===== src/rtl/cnt_sched.sv =====
// cnt_sched: round-robin scheduler sharing one N-bit interval counter among
// NREQ requesters. A granted requester's length L is latched, the counter is
// cleared and advanced for L non-held cycles, then done pulses for that requester.
//
// Ports:
//   clk        rising-edge clock
//   rst        synchronous active-high reset
//   req        per-requester level request, held until done (or abort)
//   req_len    packed interval lengths, requester i uses [i*N +: N]
//   hold       freezes the counter while in COUNT
//   gnt        one-hot grant, high from GRANT through DONE
//   busy       high whenever not IDLE
//   done       one-cycle completion pulse for the granted requester
//   aborted    one-cycle abort pulse (constant 0 unless CNT_SCHED_ABORT_EN)
//   count_out  current interval count
//
// Build option: define CNT_SCHED_ABORT_EN to let a dropped req[sel] during
// GRANT/COUNT abort the interval.
module cnt_sched #(
   parameter int unsigned NREQ = 4,
   parameter int unsigned N    = 8
) (
   input  logic              clk,
   input  logic              rst,
   input  logic [NREQ-1:0]   req,
   input  logic [NREQ*N-1:0] req_len,
   input  logic              hold,
   output logic [NREQ-1:0]   gnt,
   output logic              busy,
   output logic [NREQ-1:0]   done,
   output logic [NREQ-1:0]   aborted,
   output logic [N-1:0]      count_out
);

   localparam int unsigned PW = (NREQ > 1) ? $clog2(NREQ) : 1;

   typedef enum logic [1:0] {
      S_IDLE  = 2'd0,
      S_GRANT = 2'd1,
      S_COUNT = 2'd2,
      S_DONE  = 2'd3
   } state_t;

   state_t        state, state_nxt;
   logic [PW-1:0] ptr, sel, sel_nxt, pick_c, ptr_inc_c;
   logic [N-1:0]  len, sel_len_c;
   logic          any_req_c, abort_c, last_c;

   function automatic logic [NREQ-1:0] onehot(input logic [PW-1:0] s);
      onehot = NREQ'(1) << s;
   endfunction

   // First requesting index at or after ptr, scanning upward mod NREQ.
   always_comb begin : pick_blk
      int unsigned idx;
      logic        found;
      pick_c    = ptr;
      found     = 1'b0;
      idx       = 0;
      any_req_c = |req;
      for (int unsigned i = 0; i < NREQ; i++) begin
         idx = 32'(ptr) + i;
         if (idx >= NREQ) idx = idx - NREQ;
         if (!found && req[PW'(idx)]) begin
            pick_c = PW'(idx);
            found  = 1'b1;
         end
      end
   end

   // Length of the currently selected requester.
   always_comb begin
      sel_len_c = '0;
      for (int unsigned i = 0; i < NREQ; i++) begin
         if (sel == PW'(i)) sel_len_c = req_len[i*N +: N];
      end
   end

   // Pointer value after servicing sel.
   always_comb begin
      ptr_inc_c = '0;
      if (sel != PW'(NREQ - 1)) ptr_inc_c = sel + PW'(1);
   end

   // Abort fires only on a dropped request of the owner while counting is pending.
   always_comb begin
      abort_c = 1'b0;
`ifdef CNT_SCHED_ABORT_EN
      abort_c = ((state == S_GRANT) || (state == S_COUNT)) && !req[sel];
`endif
   end

   assign last_c = (count_out == len - N'(1));

   // Next-state logic.
   always_comb begin
      state_nxt = state;
      sel_nxt   = sel;
      case (state)
         S_IDLE: begin
            if (any_req_c) begin
               state_nxt = S_GRANT;
               sel_nxt   = pick_c;
            end
         end
         S_GRANT: begin
            if (abort_c)                 state_nxt = S_IDLE;
            else if (sel_len_c == '0)    state_nxt = S_DONE;
            else                         state_nxt = S_COUNT;
         end
         S_COUNT: begin
            if (abort_c)                 state_nxt = S_IDLE;
            else if (!hold && last_c)    state_nxt = S_DONE;
         end
         S_DONE:  state_nxt = S_IDLE;
         default: state_nxt = S_IDLE;
      endcase
   end

   // State, datapath and registered outputs.
   always_ff @(posedge clk) begin
      if (rst) begin
         state     <= S_IDLE;
         ptr       <= '0;
         sel       <= '0;
         len       <= '0;
         count_out <= '0;
         gnt       <= '0;
         busy      <= 1'b0;
         done      <= '0;
         aborted   <= '0;
      end else begin
         state   <= state_nxt;
         sel     <= sel_nxt;
         busy    <= (state_nxt != S_IDLE);
         gnt     <= (state_nxt != S_IDLE) ? onehot(sel_nxt) : '0;
         done    <= (state_nxt == S_DONE) ? onehot(sel) : '0;
         aborted <= abort_c ? onehot(sel) : '0;

         if (state == S_GRANT) begin
            len       <= sel_len_c;
            count_out <= '0;
         end else if ((state == S_COUNT) && (state_nxt == S_COUNT) && !hold) begin
            count_out <= count_out + N'(1);
         end

         if ((state == S_DONE) || abort_c) ptr <= ptr_inc_c;
      end
   end

endmodule


===== config.mk =====
export PLATFORM = sky130hd
export DESIGN_NAME = cnt_sched
export DESIGN_NICKNAME = d
export VERILOG_FILES = /design/src/rtl/cnt_sched.sv
export SDC_FILE = /design/constraint.sdc
export NUM_CORES = 1
export LEC_CHECK = 0
export ABC_AREA = 1
export CORE_ASPECT_RATIO = 1.5
export CORE_MARGIN = 3
export CORE_UTILIZATION = 52
export DETAILED_ROUTE_END_ITERATION = 8
export GPL_ROUTABILITY_DRIVEN = 0
export HOLD_SLACK_MARGIN = 0.08
export PLACE_DENSITY = 0.86
export SLEW_MARGIN = 20
export SYNTH_ARGS = -nofsm -noshare
export SYNTH_HDL_FRONTEND = slang
export SYNTH_SLANG_ARGS = --single-unit

===== constraint.sdc =====
create_clock -name clk -period 4.8 [get_ports clk]
set_input_delay 1.2 -clock clk [delete_from_list [all_inputs] [get_ports clk]]
set_output_delay 1.2 -clock clk [all_outputs]
set_load 0.02 [all_outputs]

==> key figures <==
Status
  – Status: completed

STA
  – Final setup viols: 0
  – Setup Total Neg Slack: 0 ps
  – Worst Skew: 1.819 ps
  – Actual slew at the worst max-slew pin: 613.9 ps
  – Final hold vios: 0
  – Min cycle time layout: 2773 ps
  – Fmax: 360.6 MHz
  – Pins Over Slew Limit: 0
  – RSZ-0062 raised after global routing: no
  – Period utilization: 57.78%
  – Slew headroom: 58.92%

Route
  – Post-route ant nets: 0
  – Final WL: 5518 um
  – First-pass DRT Iterations: 5
  – WL/cell: 12.77 um
  – Drt drc: 0
  – Vias: 2,295
  – Vias/cell: 5.313
  – DR iter-0 viols: 89

Min path
  – HP Class: register to register
  – Hold_sp: len[6]

Floorplanning
  – Die height: 84.40 um
  – Die Footprint: 4918 um2
  – CORE AREA: 3817 um2
  – Cell Rows: 27
  – Die width: 58.27 um
  – I/O Pins: 60
  – Initial Util: 55.82%

Placed design
  – Port bufs: 55
  – DP Wirelength: 4382 um
  – Placed Instances: 424

Cells and area
  – Ant. Diodes: 0
  – Finished Layout Cells: 432
  – Layout cell share with drive strength beyond 1: 5.913%
  – Leading cell type in the layout, fill and taps excluded: nand2_1
  – Layout area overhead: 30.01%
  – Number of nets in the layout: 438
  – Most frequent cells in the layout: nand2_1, clkdlybuf4s50_1, inv_1, nand3_1, dfxtp_1

Synthesis
  – Leading area contributor after synthesis: dfxtp_1
  – Gate Count Post-Synth: 335
  – Yosys cell types: 29
  – Synthesized flop and latch total: 31
  – Register area share after synthesis: 29.13%
  – Post-synth EDFFs: 0
  – Ys flop type: dfxtp_1
  – Synth area leaders: dfxtp_1, nand2_1, nand3_1
  – Post-synth top area share: 29.13%
  – Mean Syn Cell Area: 6.361 um2
  – Yosys warnings: 0
  – Fraction of registers with async set/reset: 0%
  – Cell area after synthesis: 2131 um2

Setup path
  – Crit. End Element: register
  – Worst setup SP type: primary input
  – Largest stage delay on the critical path: 500 ps
  – Critical-path top delay cell: clkdlybuf4s50_1
  – CP dominant cell by count: nand2_1
  – Worst Path Buf+Inv: 3
  – Worst-path fanout max: 3
  – Required @ worst endpoint: 5020 ps
  – Critical path arrival: 2990 ps
  – WS Path Type: primary input to register
  – Crit path cell chain: clkdlybuf4s50_1 -> nand2_1 -> nand2_1 -> inv_1 -> o21ai_0 -> nor2_1 -> o21ai_0 -> nand2_1 -> nand2_1 -> nand2_1 -> nand3_1 -> nand2_1 -> inv_1 -> nand3_2 -> nor2_1
  – CP top delay family: simple AND/OR/NAND/NOR gates
  – Worst reg2reg path startpoint: sel[0]
  – Crit. Startpoint: req[1]

CTS
  – Clock transition at the registers of the reported paths: 60 ps
  – Clock buffer depth: 2
  – Cts repair resizes: 0
  – Clk_lat worst skew: 280 ps
  – Post CTS Setup Buffer Count: 0
  – CTS root buf: clkbuf_8
  – Hold Buf Count CTS: 0
  – CTS Sinks: 31
  – Cts bufs inserted: 5
  – H-tree Lvls: 2
  – CTS tree: done

Global routing
  – First-pass GRT wire length: 9370 um
  – Vias in the first global route: 2,195
  – Grt ovf: 0
  – Initial antenna violation count: 0
  – Pin count of the biggest net entering global routing: 13
  – Total track usage: 24.37%

Job
  – Maxcap violations: 0

Pwr
  – Power Dens Cells: 420.1 nW/um2
  – P_int: 0.6611 mW
  – Sw frac: 43.19%
  – P_leak: 1.319 nW
  – Combinational group share of total power: 51.7%
  – Sw Pwr: 0.5026 mW
  – Part of the power in registers: 29.2%
  – Max VDD drop: 364.6 uV
  – Clk pwr share: 19.1%
-- worst register-to-register path, cell delays in order, from the launching register on --
cell and delay, ps:
dfxtp_1 360, inv_1 210, ha_1 350, inv_2 150, nor2_1 160, nor2_1 60
nand2_1 110, nand2_1 80, nor2_1 100, nand3_1 80, nand2_1 60, inv_1 40
nand2_2 80, nand2_2 160, nand2_2 180, nand2_1 60, a21oi_1 130
-- cells in the mapped netlist (3+ instances only) --
master	count
a21oi_1	17
buf_4	6
clkbuf_1	4
dfxtp_1	31
ha_1	11
inv_1	36
inv_2	5
nand2_1	99
nand2_2	3
nand3_1	36
nand3_2	3
nand4_1	4
nor2_1	30
nor3_1	4
o21ai_0	13
o22ai_1	4
or2_2	4
xnor2_1	6
xor2_1	8
-- power groups by stage --
stage / Clock, mW / Sequential (mW) / Combinational, mW
floorplan: 0 / 0.356 / 0.427
global placement: 0 / 0.344 / 0.578
detailed placement: 0 / 0.345 / 0.595
CTS: 0.228 / 0.340 / 0.601
global route: 0.240 / 0.345 / 0.688
finish: 0.222 / 0.339 / 0.602
-- final cells by class --
| type | instances | area (um2) |
|---|---|---|
| Clock buffer | 8 | 100.1 |
| Timing Repair Buffer | 55 | 550.5 |
| Fill cell | 334 | 1047 |
| Multi-Input combinational cell | 254 | 1291 |
| Inverter | 41 | 153.9 |
| Sequential cell | 31 | 620.6 |
| Tap cell | 43 | 53.80 |
-- metal layers --
layer	vias to the layer above	GRT usage, %	part of all wire, %
met1	1027	25.09	38
met5	-	0	0
met2	77	44.46	54
met3	23	4.923	3.6
met4	0	12.45	4.0
li1	1168	-	-
-- path summary, 6_finish.rpt --
path,to,slack (ps),cells past startpoint
max,gnt[2],2030,15
max reg2reg,count_out[3],2360,16
min reg2reg,len[6],500,2
min,len[6],500,2
-- registers in the layout, summed over array words and instances, names as in the netlist --
signal     flops
count_out      8
len            8
done           4
gnt            4
ptr            2
sel            2
state          2
busy           1
-- through the flow --
stage | hold WS [ps] | util (%) | power (mW) | area, um2 | setup slack, ps
2_1_floorplan | 464.9 | - | 0.7829 | 2142 | 2429
3_3_place_gp | 488.5 | 69.94 | 0.9220 | 2670 | 1789
3_5_place_dp | 491.6 | 69.94 | 0.9399 | 2670 | 1744
4_1_cts | 501.2 | 72.57 | 1.169 | 2770 | 2042
5_1_grt | 530.7 | 72.57 | 1.273 | 2770 | 1802
6_report | 499.2 | 72.57 | 1.164 | 2770 | 2027
-- cell families (layout without fill, tap and decap cells) --
| family | after synthesis | after routing | share of synthesized area, % |
|---|---|---|---|
| buffers and inverters | 53 | 104 | 10.80 |
| other | 1 | 4 | 0.1760 |
| AO/OA/AOI/OAI | 38 | 38 | 9.512 |
| XOR/XNOR | 14 | 14 | 5.755 |
| AND/OR/NAND/NOR | 187 | 187 | 38.17 |
| flip-flops | 31 | 31 | 29.13 |
| adder cells (fa/ha/maj) | 11 | 11 | 6.459 |
Power figures use the tool's default switching activity.
